## config.mk

```make
export PLATFORM = sky130hd
export DESIGN_NAME = timer_ctrl
export DESIGN_NICKNAME = d
export VERILOG_FILES = /design/src/rtl/timer_ctrl_pkg.sv /design/src/rtl/timer_ctrl_counter.sv /design/src/rtl/timer_ctrl.sv
export SDC_FILE = /design/constraint.sdc
export NUM_CORES = 1
export LEC_CHECK = 0
export CORE_AREA = 2 2 131 133
export DETAILED_ROUTE_END_ITERATION = 10
export DIE_AREA = 0 0 133 135
export GPL_ROUTABILITY_DRIVEN = 0
export PLACE_DENSITY = 0.46
export REMOVE_ABC_BUFFERS = 1
export SLEW_MARGIN = 25
export SYNTH_ARGS = -nofsm -noshare
export SYNTH_HDL_FRONTEND = slang
export SYNTH_SLANG_ARGS = --single-unit
```

## constraint.sdc

```tcl
create_clock -name CLK -period 4.1 [get_ports CLK]
set_input_delay 1.23 -clock CLK [delete_from_list [all_inputs] [get_ports CLK]]
set_output_delay 1.23 -clock CLK [all_outputs]
set_load 0.05 [all_outputs]
```

## src/rtl/timer_ctrl_pkg.sv

```systemverilog
// Shared FSM state encoding and mode constants for timer_ctrl.
package timer_ctrl_pkg;

    localparam int unsigned STATE_W = 2;

    typedef enum logic [STATE_W-1:0] {
        IDLE = 2'd0,
        RUN  = 2'd1,
        HOLD = 2'd2
    } state_t;

    localparam logic MODE_ONESHOT  = 1'b0;
    localparam logic MODE_PERIODIC = 1'b1;

endpackage

```

## src/rtl/timer_ctrl_counter.sv

```systemverilog
// Free-running up-counter with synchronous active-low clear; used as the
// timer_ctrl prescaler, so it only exists when TIMER_CTRL_PRESCALER_EN is defined.
`ifdef TIMER_CTRL_PRESCALER_EN
module timer_ctrl_counter #(
    parameter int unsigned WIDTH = 8
) (
    input  logic             CLK,
    input  logic             RSTN,
    input  logic             EN,
    output logic [WIDTH-1:0] COUNT
);

    always_ff @(posedge CLK) begin
        if (!RSTN) begin
            COUNT <= '0;
        end else if (EN) begin
            COUNT <= COUNT + WIDTH'(1);
        end
    end

endmodule
`endif

```

## src/rtl/timer_ctrl.sv

```systemverilog
// Start/stop/pause tick timer with one-shot and periodic expiry, sticky IRQ.
// Optional tick prescaler enabled by defining TIMER_CTRL_PRESCALER_EN.
module timer_ctrl #(
    parameter int unsigned WIDTH      = 32,
    parameter int unsigned PRESCALE_W = 8
) (
    input  logic                  CLK,
    input  logic                  RST,
    input  logic                  START,
    input  logic                  STOP,
    input  logic                  PAUSE,
    input  logic                  MODE,
    input  logic [WIDTH-1:0]      PERIOD,
`ifdef TIMER_CTRL_PRESCALER_EN
    input  logic [PRESCALE_W-1:0] PRESCALE,
`endif
    input  logic                  IRQ_CLR,
    output logic [WIDTH-1:0]      VALUE,
    output logic                  BUSY,
    output logic                  EXPIRE,
    output logic                  IRQ
);

    import timer_ctrl_pkg::*;

    if (WIDTH < 2 || WIDTH > 64 || PRESCALE_W < 1) begin : g_bad_param
        $error("timer_ctrl: WIDTH must be 2..64 and PRESCALE_W at least 1");
    end

    state_t           state_q, state_d;
    logic [WIDTH-1:0] period_q, period_d;
    logic [WIDTH-1:0] value_d;
    logic             mode_q, mode_d;
    logic             busy_d, expire_d, irq_d;
    logic             start_ok, tick, wrap;

    // A START with a zero period is treated as if it never happened.
    assign start_ok = START && (PERIOD != '0);

`ifdef TIMER_CTRL_PRESCALER_EN
    logic [PRESCALE_W-1:0] prescale_q, prescale_d;
    logic [PRESCALE_W-1:0] pre_cnt;
    logic                  run_c;
    logic                  pre_rstn;

    assign run_c    = (state_q == RUN);
    assign tick     = run_c && (pre_cnt == prescale_q);
    assign pre_rstn = !(RST || start_ok || STOP || tick);

    timer_ctrl_counter #(
        .WIDTH (PRESCALE_W)
    ) u_prescaler (
        .CLK   (CLK),
        .RSTN  (pre_rstn),
        .EN    (run_c),
        .COUNT (pre_cnt)
    );
`else
    assign tick = (state_q == RUN);
`endif

    assign wrap = tick && (VALUE == (period_q - WIDTH'(1)));

    // Next-state and next-output logic; STOP beats START, expiry always reports.
    always_comb begin
        state_d    = state_q;
        value_d    = VALUE;
        period_d   = period_q;
        mode_d     = mode_q;
        expire_d   = 1'b0;
        irq_d      = IRQ && !IRQ_CLR;
`ifdef TIMER_CTRL_PRESCALER_EN
        prescale_d = prescale_q;
`endif

        if (tick) begin
            value_d = wrap ? '0 : (VALUE + WIDTH'(1));
        end
        if (wrap) begin
            expire_d = 1'b1;
            irq_d    = 1'b1;
        end

        case (state_q)
            IDLE: state_d = IDLE;
            RUN: begin
                if (wrap && (mode_q == MODE_ONESHOT)) begin
                    state_d = IDLE;
                end else if (PAUSE) begin
                    state_d = HOLD;
                end
            end
            HOLD: begin
                if (!PAUSE) begin
                    state_d = RUN;
                end
            end
            default: state_d = IDLE;
        endcase

        if (STOP) begin
            state_d = IDLE;
        end else if (start_ok) begin
            state_d    = RUN;
            value_d    = '0;
            period_d   = PERIOD;
            mode_d     = MODE;
`ifdef TIMER_CTRL_PRESCALER_EN
            prescale_d = PRESCALE;
`endif
        end

        busy_d = (state_d != IDLE);
    end

    always_ff @(posedge CLK) begin
        if (RST) begin
            state_q    <= IDLE;
            VALUE      <= '0;
            period_q   <= '0;
            mode_q     <= MODE_ONESHOT;
            BUSY       <= 1'b0;
            EXPIRE     <= 1'b0;
            IRQ        <= 1'b0;
`ifdef TIMER_CTRL_PRESCALER_EN
            prescale_q <= '0;
`endif
        end else begin
            state_q    <= state_d;
            VALUE      <= value_d;
            period_q   <= period_d;
            mode_q     <= mode_d;
            BUSY       <= busy_d;
            EXPIRE     <= expire_d;
            IRQ        <= irq_d;
`ifdef TIMER_CTRL_PRESCALER_EN
            prescale_q <= prescale_d;
`endif
        end
    end

endmodule

```

==> out/summary.log <==
INFO  synthesis      syn_area_per_cell=8.44squm
INFO  floorplanning  dieArea=18000squm
INFO  routing        dr.first_iter.drc_count=177
INFO  synthesis      yosysTopAreaCellShare=34.5%
INFO  finish         nNetsFinal=597
INFO  critical_path  endpoint_of_the_lowest_slack_register_to_register_path=VALUE[3]
INFO  clocking       cts-root-buf=sky130_fd_sc_hd__clkbuf_16
INFO  critical_path  cp_slowest_stage_delay=740ps
INFO  grt            antenna_found_initial=0
INFO  finish         fraction_of_final_layout_cells_with_drive_strength_greater_than_1=6.80%
INFO  synthesis      proportion_of_synthesized_chip_area_in_sequential_cells=34.5%
INFO  critical_path  reg2reg_depth=9
INFO  finish         final_design_area_no_fill=5320squm
INFO  sta            hold_slack=472ps
INFO  floorplanning  ioPinCount=74
INFO  synthesis      syn_area=4060squm
INFO  grt            groute.usage.overall=13.9%
INFO  synthesis      postSynth.asyncResetShare=0%
INFO  place          place_ws=240ps
INFO  routing        route.detailed.vias_per_inst=4.71
INFO  clocking       clkSinkCount=70
INFO  place          portBuffers=73
INFO  sta            grt_setup_unrepaired=no
INFO  floorplanning  initial_core_util=24.7%
INFO  grt            first_global_vias=3607
INFO  critical_path  timing.critical_path.fanout_max=15
INFO  critical_path  crit_slowest_cell=sky130_fd_sc_hd__or4_1
INFO  min_path       worstHoldPathType=register to register
INFO  run            drv_cap=0
INFO  critical_path  critical-path-top-delay-family=simple AND/OR/NAND/NOR gates
INFO  sta            final-max-slew-violation-count=0
INFO  synthesis      synth_cells=481
INFO  clocking       cts.path.max_buffers=2
INFO  routing        drt-wirelength-per-cell=15.7um
INFO  finish         fillerInstances=1740
INFO  routing        detail_route.first_pass.iterations=4
INFO  sta            final-hold-violation-count=0
INFO  clocking       htree_depth=3
INFO  floorplanning  core_region_area=16400squm
INFO  power          power=1.74mW
INFO  sta            fmax=0.269GHz
INFO  critical_path  timing.critical_path.arrival=3950ps
INFO  power          power.density_cell_area=327nW/um^2
INFO  critical_path  crit_path_cell_trace=or4_1 -> or4_1 -> or3_1 -> o211a_1 -> a211oi_2 -> o22ai_1 -> or4_4 -> nand3b_4 -> nor2_1
INFO  critical_path  cell_repeated_most_along_the_worst_path=sky130_fd_sc_hd__or4_1
INFO  synthesis      synthTopCellsByArea=sky130_fd_sc_hd__dfxtp_1, sky130_fd_sc_hd__xnor2_1, sky130_fd_sc_hd__nor2_1, sky130_fd_sc_hd__mux2i_1, sky130_fd_sc_hd__xor2_1
INFO  clocking       cts_tree=built
INFO  place          dp_cells=762
INFO  place          detailed_place.area=5030squm
INFO  grt            grt_start_max_net_pins=31
INFO  sta            setup-violations-final=0
INFO  critical_path  cp.required=4320ps
INFO  sta            fin_crit_period=3720ps
INFO  grt            wire_length_of_the_first_global_routing_pass=19300um
INFO  sta            max-slew-margin-rel=58.1%
INFO  critical_path  critical_path.n_buffers_inverters=0
INFO  critical_path  regToRegSetupSlack=380ps
INFO  critical_path  timing.setup.critical_path_class=register to register
INFO  finish         antenna_cells=0
INFO  place          hpwl=9320um
INFO  floorplanning  std_cell_rows=47
INFO  sta            fin_worst_skew=6.66ps
INFO  power          worst_ir_drop_on_vdd=0.000190V
INFO  clocking       cts-buffers-inserted=9
INFO  clocking       postCtsSetupBuffers=0
INFO  sta            worst_slew_pin_slew=622ps
INFO  outcome        status=complete, no violations
INFO  routing        drc=0
INFO  routing        routed-via-count=3671
INFO  critical_path  end_kind=register
INFO  critical_path  reg_to_reg_critical_path_startpoint=period_q[7]
INFO  synthesis      total_of_warnings_raised_by_yosys=0
INFO  sta            final_min_period_over_clock_period=90.8%
INFO  sta            final.setup.tns=0ps
INFO  synthesis      synth_edf_count=0
INFO  finish         utilization=32.4%
INFO  floorplanning  chipHeight=135um
INFO  min_path       worstHoldPathCells=2
INFO  min_path       hold_end=mode_q
INFO  synthesis      synth_cell_type_count=51
INFO  synthesis      synth_ff_type=sky130_fd_sc_hd__dfxtp_1
INFO  grt            remaining_global_route_overflow=0
INFO  finish         fin_cells=779
INFO  critical_path  crit_path_start_kind=register
INFO  finish         flow.area_growth_from_synthesis=31.1%
INFO  synthesis      synth.ff_latch_count=70
INFO  clocking       clkLatencyLatePin=340ps
INFO  clocking       worst_setup_hold_path_clk_slew=50ps
INFO  min_path       holdCritStartpoint=mode_q
INFO  routing        finalWirelength=12200um
INFO  sta            timing.final.ws_setup=376ps
INFO  synthesis      yosysTopAreaCell=sky130_fd_sc_hd__dfxtp_1
INFO  routing        final_antenna_net_count=0
INFO  floorplanning  chipWidth=133um
INFO  power          total_leakage_power=2.06nW
-- cell usage in the layout, fill, tap and decap left out, types with 7 or more instances in the layout --
cell / n
sky130_fd_sc_hd__nand2_1: 23
sky130_fd_sc_hd__nor2_1: 91
sky130_fd_sc_hd__xor2_1: 26
sky130_fd_sc_hd__buf_4: 9
sky130_fd_sc_hd__clkdlybuf4s50_1: 73
sky130_fd_sc_hd__mux2i_1: 34
sky130_fd_sc_hd__nand4_1: 11
sky130_fd_sc_hd__a31oi_1: 8
sky130_fd_sc_hd__inv_1: 14
sky130_fd_sc_hd__or3_1: 7
sky130_fd_sc_hd__xnor2_1: 41
sky130_fd_sc_hd__nor3_1: 10
sky130_fd_sc_hd__nor4_1: 23
sky130_fd_sc_hd__dfxtp_1: 70
sky130_fd_sc_hd__clkbuf_16: 9
sky130_fd_sc_hd__nand3_1: 14
sky130_fd_sc_hd__a211oi_1: 7
sky130_fd_sc_hd__and3_1: 11
-- how the worst max path moves through the flow --
stage / start / endpoint / cells after the start
after floorplan: period_q[0] / VALUE[10] / 11
after global placement: period_q[7] / VALUE[22] / 9
after detailed placement: period_q[0] / VALUE[14] / 11
after CTS: period_q[0] / VALUE[14] / 11
after global routing: period_q[0] / BUSY / 11
final: period_q[7] / VALUE[3] / 9
-- routing by layer --
metal / share of wire, % / GRT usage [%] / up-vias / wire length, um
li1: - / - / 1858 / -
met1: 51 / 19.0 / 1713 / 6180
met2: 42 / 21.0 / 88 / 5190
met3: 5.1 / 3.27 / 12 / 621
met4: 1.8 / 6.09 / 0 / 221
met5: 0 / 0 / - / 0
-- what timing repair did --
action,4_1_cts,5_1_grt
hold buffers,0,0
endpoints found under the setup margin,0,31
gates resized for setup,0,2
-- registers in the layout, summed over array words and instances (netlist names) --
| signal | cells |
|---|---|
| BUSY | 1 |
| EXPIRE | 1 |
| IRQ | 1 |
| VALUE | 32 |
| mode_q | 1 |
| period_q | 32 |
| state_q | 2 |
-- cell usage after synthesis (all sizes together) (6+ instances only) --
library cell,n
a211oi,8
a31oi,8
and3,11
buf,12
clkbuf,10
dfxtp,70
inv,14
mux2i,34
nand2,23
nand3,14
nand4,11
nor2,92
nor3,10
nor4,23
o21ai,6
or3,9
or4,7
xnor2,41
xor2,26
-- final cells by class --
| type | count | area [sq um] | share of cell area (%) |
|---|---|---|---|
| clock inverters | 4 | 22.5 | 0.423 |
| flip-flops and latches | 70 | 1400 | 26.3 |
| multi-input cells | 376 | 2500 | 47.1 |
| well taps | 220 | 275 | 5.17 |
| clock buffers | 12 | 246 | 4.63 |
| repair buffers | 83 | 818 | 15.4 |
| inverters | 14 | 52.6 | 0.988 |
-- worst reg2reg max path, stage by stage (launching register included) --
cell	delay [ps]
sky130_fd_sc_hd__dfxtp_1	370
sky130_fd_sc_hd__or4_1	640
sky130_fd_sc_hd__or4_1	740
sky130_fd_sc_hd__or3_1	430
sky130_fd_sc_hd__o211a_1	140
sky130_fd_sc_hd__a211oi_2	190
sky130_fd_sc_hd__o22ai_1	130
sky130_fd_sc_hd__or4_4	620
sky130_fd_sc_hd__nand3b_4	240
sky130_fd_sc_hd__nor2_1	100
-- cell families (layout without fill, tap and decap cells) --
| family | Yosys count | in the layout | share of synthesized area (%) |
|---|---|---|---|
| muxes | 36 | 36 | 9.22 |
| DFF | 70 | 70 | 34.5 |
| adders and majority gates | 4 | 4 | 1.23 |
| and+or+nand+nor | 221 | 222 | 27.6 |
| buffers and inverters | 36 | 113 | 4.35 |
| AOI/OAI and AO/OA | 47 | 47 | 8.63 |
| xor gates and xnor gates | 67 | 67 | 14.5 |
-- power breakdown --
group / switching [mW] / internal (mW) / total [mW]
clock network: 0.288 / 0.422 / 0.710
registers: 0.0251 / 0.698 / 0.723
logic: 0.167 / 0.141 / 0.308
(Power assumes the default switching activity.)
